**src/rtl/msi_snoop_responder.sv**
```systemverilog
// Snoop-side MSI responder: resolves bus commands against the local tag/state
// arrays, downgrades or invalidates the line, and flushes Modified data word by word.
module msi_snoop_responder #(
    parameter int TAG_WIDTH      = 20,
    parameter int INDEX_WIDTH    = 6,
    parameter int WORDS_PER_LINE = 4,
    parameter int DATA_WIDTH     = 32
) (
    input  logic                              clk,
    input  logic                              reset_n,
    input  logic                              snoop_valid,
    output logic                              snoop_ready,
    input  logic [1:0]                        snoop_command,
    input  logic [TAG_WIDTH-1:0]              snoop_tag,
    input  logic [INDEX_WIDTH-1:0]            snoop_index,
    output logic [INDEX_WIDTH-1:0]            tag_index,
    input  logic [TAG_WIDTH-1:0]              tag_rd,
    input  logic [1:0]                        state_rd,
    output logic                              state_we,
    output logic [1:0]                        state_wdata,
    output logic                              data_rd_en,
    output logic [$clog2(WORDS_PER_LINE)-1:0] data_word,
    input  logic [DATA_WIDTH-1:0]             data_rd,
    output logic                              flush_valid,
    output logic [DATA_WIDTH-1:0]             flush_data,
    output logic                              flush_last,
    input  logic                              flush_ready,
    output logic                              snoop_done,
    output logic                              snoop_hit,
    output logic                              shared,
    output logic                              protocol_error
);

    localparam int WORD_W = $clog2(WORDS_PER_LINE);

    localparam logic [1:0] BUS_READ    = 2'd1;
    localparam logic [1:0] BUS_READEX  = 2'd2;
    localparam logic [1:0] BUS_UPGRADE = 2'd3;

    localparam logic [1:0] CS_I = 2'd0;
    localparam logic [1:0] CS_S = 2'd1;
    localparam logic [1:0] CS_M = 2'd2;

    typedef enum logic [2:0] {
        ST_IDLE, ST_LOOKUP, ST_RESOLVE, ST_FREAD, ST_FSEND, ST_DONE
    } state_t;

    state_t                 r_state;
    state_t                 w_next;

    logic [1:0]             r_cmd;
    logic [TAG_WIDTH-1:0]   r_tag;
    logic [INDEX_WIDTH-1:0] r_index;
    logic [WORD_W-1:0]      r_word;
    logic                   r_hit;
    logic                   r_shared;
    logic                   r_perr;
    logic                   r_we;
    logic [1:0]             r_new_state;

    logic                   w_hit;
    logic                   w_is_m;
    logic                   w_is_s;
    logic                   w_flush;
    logic                   w_we;
    logic [1:0]             w_new_state;
    logic                   w_shared;
    logic                   w_perr;
    logic                   w_last;

    assign w_last = (r_word == WORD_W'(WORDS_PER_LINE - 1));

    // Resolution of the array lookup against the registered command
    always_comb begin
        w_hit       = (tag_rd == r_tag) && (state_rd != CS_I);
        w_is_m      = w_hit && (state_rd == CS_M);
        w_is_s      = w_hit && (state_rd == CS_S);
        w_flush     = w_is_m && ((r_cmd == BUS_READ) || (r_cmd == BUS_READEX));
        w_we        = w_flush || (w_is_s && ((r_cmd == BUS_READEX) || (r_cmd == BUS_UPGRADE)));
        w_new_state = (w_is_m && (r_cmd == BUS_READ)) ? CS_S : CS_I;
        w_shared    = (w_is_m || w_is_s) && (r_cmd == BUS_READ);
        w_perr      = w_is_m && (r_cmd == BUS_UPGRADE);
    end

    always_ff @(posedge clk or negedge reset_n) begin
        if (!reset_n) begin
            r_state <= ST_IDLE;
        end else begin
            r_state <= w_next;
        end
    end

    always_comb begin
        w_next = r_state;
        case (r_state)
            ST_IDLE:    if (snoop_valid) w_next = ST_LOOKUP;
            ST_LOOKUP:  w_next = ST_RESOLVE;
            ST_RESOLVE: w_next = w_flush ? ST_FREAD : ST_DONE;
            ST_FREAD:   w_next = ST_FSEND;
            ST_FSEND:   if (flush_ready) w_next = w_last ? ST_DONE : ST_FREAD;
            ST_DONE:    w_next = ST_IDLE;
            default:    w_next = ST_IDLE;
        endcase
    end

    // Request capture needs no reset: it is only consumed after an accept
    always_ff @(posedge clk) begin
        if (r_state == ST_IDLE && snoop_valid) begin
            r_cmd   <= snoop_command;
            r_tag   <= snoop_tag;
            r_index <= snoop_index;
        end
    end

    always_ff @(posedge clk or negedge reset_n) begin
        if (!reset_n) begin
            r_word      <= '0;
            r_hit       <= 1'b0;
            r_shared    <= 1'b0;
            r_perr      <= 1'b0;
            r_we        <= 1'b0;
            r_new_state <= CS_I;
        end else if (r_state == ST_RESOLVE) begin
            r_word      <= '0;
            r_hit       <= w_hit;
            r_shared    <= w_shared;
            r_perr      <= w_perr;
            r_we        <= w_we;
            r_new_state <= w_new_state;
        end else if (r_state == ST_FSEND && flush_ready && !w_last) begin
            r_word      <= r_word + WORD_W'(1);
        end
    end

    always_comb begin
        snoop_ready    = 1'b0;
        tag_index      = '0;
        state_we       = 1'b0;
        state_wdata    = CS_I;
        data_rd_en     = 1'b0;
        data_word      = '0;
        flush_valid    = 1'b0;
        flush_data     = '0;
        flush_last     = 1'b0;
        snoop_done     = 1'b0;
        snoop_hit      = 1'b0;
        shared         = 1'b0;
        protocol_error = 1'b0;
        case (r_state)
            ST_IDLE: snoop_ready = 1'b1;
            ST_LOOKUP, ST_RESOLVE: tag_index = r_index;
            ST_FREAD: begin
                tag_index  = r_index;
                data_rd_en = 1'b1;
                data_word  = r_word;
            end
            // Read stays enabled on the same word so a stalled beat holds its data
            ST_FSEND: begin
                tag_index   = r_index;
                data_rd_en  = 1'b1;
                data_word   = r_word;
                flush_valid = 1'b1;
                flush_data  = data_rd;
                flush_last  = w_last;
            end
            ST_DONE: begin
                tag_index      = r_index;
                snoop_done     = 1'b1;
                snoop_hit      = r_hit;
                shared         = r_shared;
                protocol_error = r_perr;
                state_we       = r_we;
                state_wdata    = r_we ? r_new_state : CS_I;
            end
            default: ;
        endcase
    end

endmodule

```
**config.mk**
```make
export PLATFORM = sky130hd
export DESIGN_NAME = msi_snoop_responder
export DESIGN_NICKNAME = d
export VERILOG_FILES = /design/src/rtl/msi_snoop_responder.sv
export SDC_FILE = /design/constraint.sdc
export NUM_CORES = 1
export LEC_CHECK = 0
export BUFFER_PORTS_ARGS = -buffer_cell sky130_fd_sc_hd__buf_4
export CAP_MARGIN = 40
export CORE_ASPECT_RATIO = 2
export CORE_MARGIN = 4
export CORE_UTILIZATION = 45
export DETAILED_ROUTE_END_ITERATION = 12
export PLACE_DENSITY = 0.91
export SYNTH_ARGS = -nofsm -noshare
export SYNTH_HDL_FRONTEND = slang
export SYNTH_SLANG_ARGS = --single-unit
```
**constraint.sdc**
```tcl
create_clock -name clk -period 6.05 [get_ports clk]
set_clock_uncertainty 0.05 [all_clocks]
set_input_delay 1.21 -clock clk [delete_from_list [all_inputs] [get_ports clk]]
set_output_delay 1.21 -clock clk [all_outputs]
set_load 0.05 [all_outputs]
```
After elaboration in Yosys (flattened, before gate mapping)

Index checks and enable logic that the tools add are counted.
Widths: inputs -> output; s select.

Register bits: 39
Output and inout port bits: 51
Word-level logic and storage cells: 69

Add/subtract/negate cells: 1
Eq/ne operators: 14
Muxes and demuxes: 22
Reduce and logical (&&, ||, !) cells: 22

Operators with widths:

| kind                | count |
|---|---|
| $mux 32             | 1 |
| $eq 20x20->1        | 1 |
| $pmux 3 s5          | 1 |
| $mux 3              | 4 |
| $logic_and 1x1->1   | 11 |
| $mux 1              | 10 |
| $mux 2              | 5 |
| $eq 2x2->1 const B  | 4 |
| $eq 3x2->1 const B  | 2 |
| $eq 3x3->1 const B  | 2 |
| $mux 6              | 1 |
| $reduce_or 5->1     | 1 |
| $eq 2x1->1 const B  | 2 |
| $logic_or 1x1->1    | 4 |
| $ne 2x2->1 const B  | 2 |
| $reduce_bool 2->1   | 2 |
| $eq 3x1->1 const B  | 1 |
| $logic_not 3->1     | 1 |
| $add 2x1->2 const B | 1 |
| $reduce_and 2->1    | 1 |
| $reduce_or 2->1     | 1 |
| $logic_not 1->1     | 1 |

Depth between registers and ports, before layout

Depth after elaboration: 6
Mapped depth: 6

Worst setup path after synthesis

No wires, ideal clock.

Path type: reg-to-output
Start point: register r_state[2]
End point: output port tag_index[0]
Arrival time: 2.294 ns
Data required time: 4.790 ns
Setup slack: 2.496 ns
Cell stages (with the launch flop): 5
Buffers on the path: 1
Cells stage by stage: dfrtp_1 > clkbuf_1 > nor3_1 > a21oi_1 > and2_1

Longest elaborated chain between the ends: 3
Elaborated cells on any way between the ends: 7
Those cells by class: eq/ne: 5; mux: 1; reduce/logical: 1

RTL lines:

| item                                     | RTL line | source |
|---|---|---|
| start: declaration                       | 48       | `state_t r_state;` |
| start signal: assignment                 | 89       | `r_state <= w_next;` |
| $eq 3x2->1, or another cell as far along | 149      | `case (r_state)` |
| $reduce_or 5->1 (no source line) *       | --       |  |
| $mux 6 *                                 | 149      |  |
| end: declaration                         | 16       | `output logic [INDEX_WIDTH-1:0] tag_index,` |

Every way passes the cells marked *; elsewhere a longest branch is shown, timed or not.

Worst setup path in the final report

Start point: register r_state[2]
End point: output port flush_data[31]

Longest elaborated chain between the ends: 2

RTL lines:

| item             | RTL line | source |
|---|---|---|
| $eq 3x3->1       | 149      |  |
| $mux 32          | 149      |  |
| end: declaration | 25       | `output logic [DATA_WIDTH-1:0] flush_data,` |

Every way passes these cells.

==> flow_metrics.tcl <==
set metrics [dict create \
    outcome "completed" \
    async_flop_share 0.263 \
    tightest_slew_ns 0.750 \
    cts_tree "done" \
    max_slew_margin 0.496 \
    postSynthCellCount 177 \
    cts_max_level 2 \
    max_cap_viol_count 0 \
    combinationalPowerShare 0.532 \
    synth_area_leaders "edfxtp_1 42%, and2_1 14%, dfrtp_1 12%, xnor2_1 5.2%, xor2_1 4.4%" \
    n_fill_cell 341 \
    r2r_slack_ns 4.15 \
    grt_max_degree 37 \
    ys_warn_count 0 \
    die-area_um2 5650 \
    syn-cell-area_um2 2000 \
    postSynthAreaPerCell_um2 11.3 \
    synth_nets 267 \
    die_x_um 55.2 \
    row_count 34 \
    insertedDiodeCount 0 \
    grt_pass1_wl_um 7550 \
    synth_edf_count 28 \
    p_int_w 0.000694 \
    finalCriticalPeriod_ns 3.25 \
    synth_area_leader_cell "edfxtp_1" \
    syn2layout_area_growth_pct 58.3 \
    switching_share 0.450 \
    track_usage 0.187 \
    postCtsResizedCells 0 \
    numCtsBuffers 5 \
    max_stage_delay_ns 0.52 \
    postCtsSetupBuffers 0 \
    die-height_um 102 \
    post-route-period-util 0.537 \
    setup_violations 0 \
    remaining_drc_errors 0 \
    drtAntennaViolNets 0 \
    antenna_found_initial 0 \
    path_max_fanout 36 \
    drive_above_1_share 0.468 \
    critPathKind "reg2out" \
    hold_buffers 0 \
    power.total_w 0.00126 \
    multi_input_area_um2 860 \
    seq_area_um2 1090 \
    place_congestion 0.857 \
    rsz0062_at_grt "no" \
    critPathTopFamily "simple AND/OR/NAND/NOR gates" \
    layout_common_cells "135 x buf_4, 46 x and2_1, 28 x edfxtp_1" \
    place_area_um2 3060 \
    synth_top_area_frac 0.420 \
    cp_slowest_cell "dfrtp_1" \
    hold_ws_ns 0.433 \
    r2r_end "r_state[1]" \
    final_nets 403 \
    max_freq_ghz 0.308 \
    clockPowerShare 0.162 \
    p_switching_w 0.000567 \
    end_kind "output pin" \
    rr_worst_depth 4 \
    hp-class "reg2reg" \
    critPathLaunchType "flop" \
    min_path_cells 2 \
    path_buf_inv 2 \
    p_leak_nw 1.50 \
    final_common_cell "buf_4" \
    cts.sinks 38 \
    cts_buffer_depth 2 \
    setup_tns_ns 0 \
    first_pass_iters 4 \
    coreArea_um2 4340 \
    grt_pass1_vias 1743 \
    p_per_area_nw_per_um2 397 \
    hpwl_um 4440 \
    ys_seq_elements 38 \
    reg2reg_from "r_tag[14]" \
    synthFlopType "edfxtp_1" \
    finalNonFillerCells 368 \
    grt_overflow 0 \
    wirelength_um 5150 \
    start_util 0.462 \
    synth_cell_types 35 \
    placed_cells 360 \
    port_buffers 135 \
    cp.arrival_ns 1.99 \
    finalHoldViolations 0 \
    min_from "r_perr" \
    crit_chain "or3b_1 > inv_2 > and2_1 > buf_4" \
    cp.required_ns 4.79 \
    drt_iter0_drc 33 \
    power_frac_seq 0.306 \
    final_area_um2 3170 \
    ir_drop_uv 513 \
    vias 1748 \
    clock_latency_ns 0.29 \
    wire_per_inst_um 14.0 \
    hold_end "r_perr" \
    synth_seq_area_share 0.545 \
    clk_pin_slew_ns 0.07 \
    io_pins 137 \
    slew_violations 0 \
    drt-vias-per-instance 4.75 \
    clockRootBuffer "clkbuf_8" \
]
[cell families (layout without fill, tap and decap cells)]
logic type / after synthesis / in the layout / synth area share
DFF: 38 / 38 / 0.545
AOI/OAI and AO/OA: 16 / 16 / 0.0506
and+or+nand+nor: 85 / 85 / 0.255
buffers and inverters: 11 / 148 / 0.0262
xor gates and xnor gates: 22 / 22 / 0.0962
other: 1 / 1 / 0.00187
adders and majority gates: 4 / 4 / 0.0250
[final cells by class]
| class | count | area share |
|---|---|---|
| clock buffer | 5 | 0.0217 |
| clock inverter | 3 | 0.0126 |
| inverter | 4 | 0.00474 |
| multi-input combinational | 128 | 0.271 |
| sequential | 38 | 0.344 |
| tap | 54 | 0.0213 |
| timing repair buffer | 136 | 0.324 |
[power by group through the flow]
stage | Clock, W | Combinational, W | Sequential, W
final | 0.000204 | 0.000671 | 0.000386
after global routing | 0.000221 | 0.000720 | 0.000394
after CTS | 0.000210 | 0.000678 | 0.000386
after detailed placement | 0 | 0.000676 | 0.000391
after global placement | 0 | 0.000658 | 0.000389
after floorplan | 0 | 0.000472 | 0.000378
[synth_stat cells, types with 4 or more instances]
master and number:
and2_1 46, and3_1 4, clkbuf_1 5, dfrtp_1 10
edfxtp_1 28, ha_1 4, nand2_1 10, nand3_1 7
o31ai_1 4, xnor2_1 12, xor2_1 10
[routing by layer]
layer | part of all wire | track usage | up-vias | wire (um)
met5 | 0 | 0 | - | 0
met4 | 0.021 | 0.0787 | 0 | 108
met3 | 0.14 | 0.0686 | 8 | 709
met2 | 0.58 | 0.370 | 95 | 3000
met1 | 0.26 | 0.145 | 772 | 1340
li1 | - | - | 873 | -
[worst reg2reg max path: stages, from the launching register on]
cell and delay (ns):
edfxtp_1 0.38, xor2_1 0.17, nor4_1 0.67, nand2_1 0.25
o31ai_1 0.30
[state kept, by name, summed over array words and instances (netlist names)]
name,count
r_hit,1
r_perr,1
r_we,1
r_new_state,1
r_state,3
r_index,6
r_shared,1
r_cmd,2
r_tag,20
r_word,2
[through the flow]
step,utilization,setup slack (ns)
2_1_floorplan,-,2.50
3_3_place_gp,0.702,3.16
3_5_place_dp,0.706,3.12
4_1_cts,0.731,2.79
5_1_grt,0.731,2.65
6_report,0.731,2.80
[how the worst max path moves through the flow]
| stage | from | slack, ns | depth (start not counted) | endpoint |
|---|---|---|---|---|
| floorplan | r_state[2] | 2.50 | 4 | tag_index[0] |
| global placement | data_rd[11] | 3.16 | 3 | flush_data[11] |
| detailed placement | r_state[2] | 3.12 | 4 | flush_data[24] |
| CTS | r_state[2] | 2.79 | 4 | flush_data[24] |
| global route | r_state[2] | 2.65 | 4 | flush_data[31] |
| finish | r_state[2] | 2.80 | 4 | flush_data[31] |
Power figures use the tool's default switching activity.
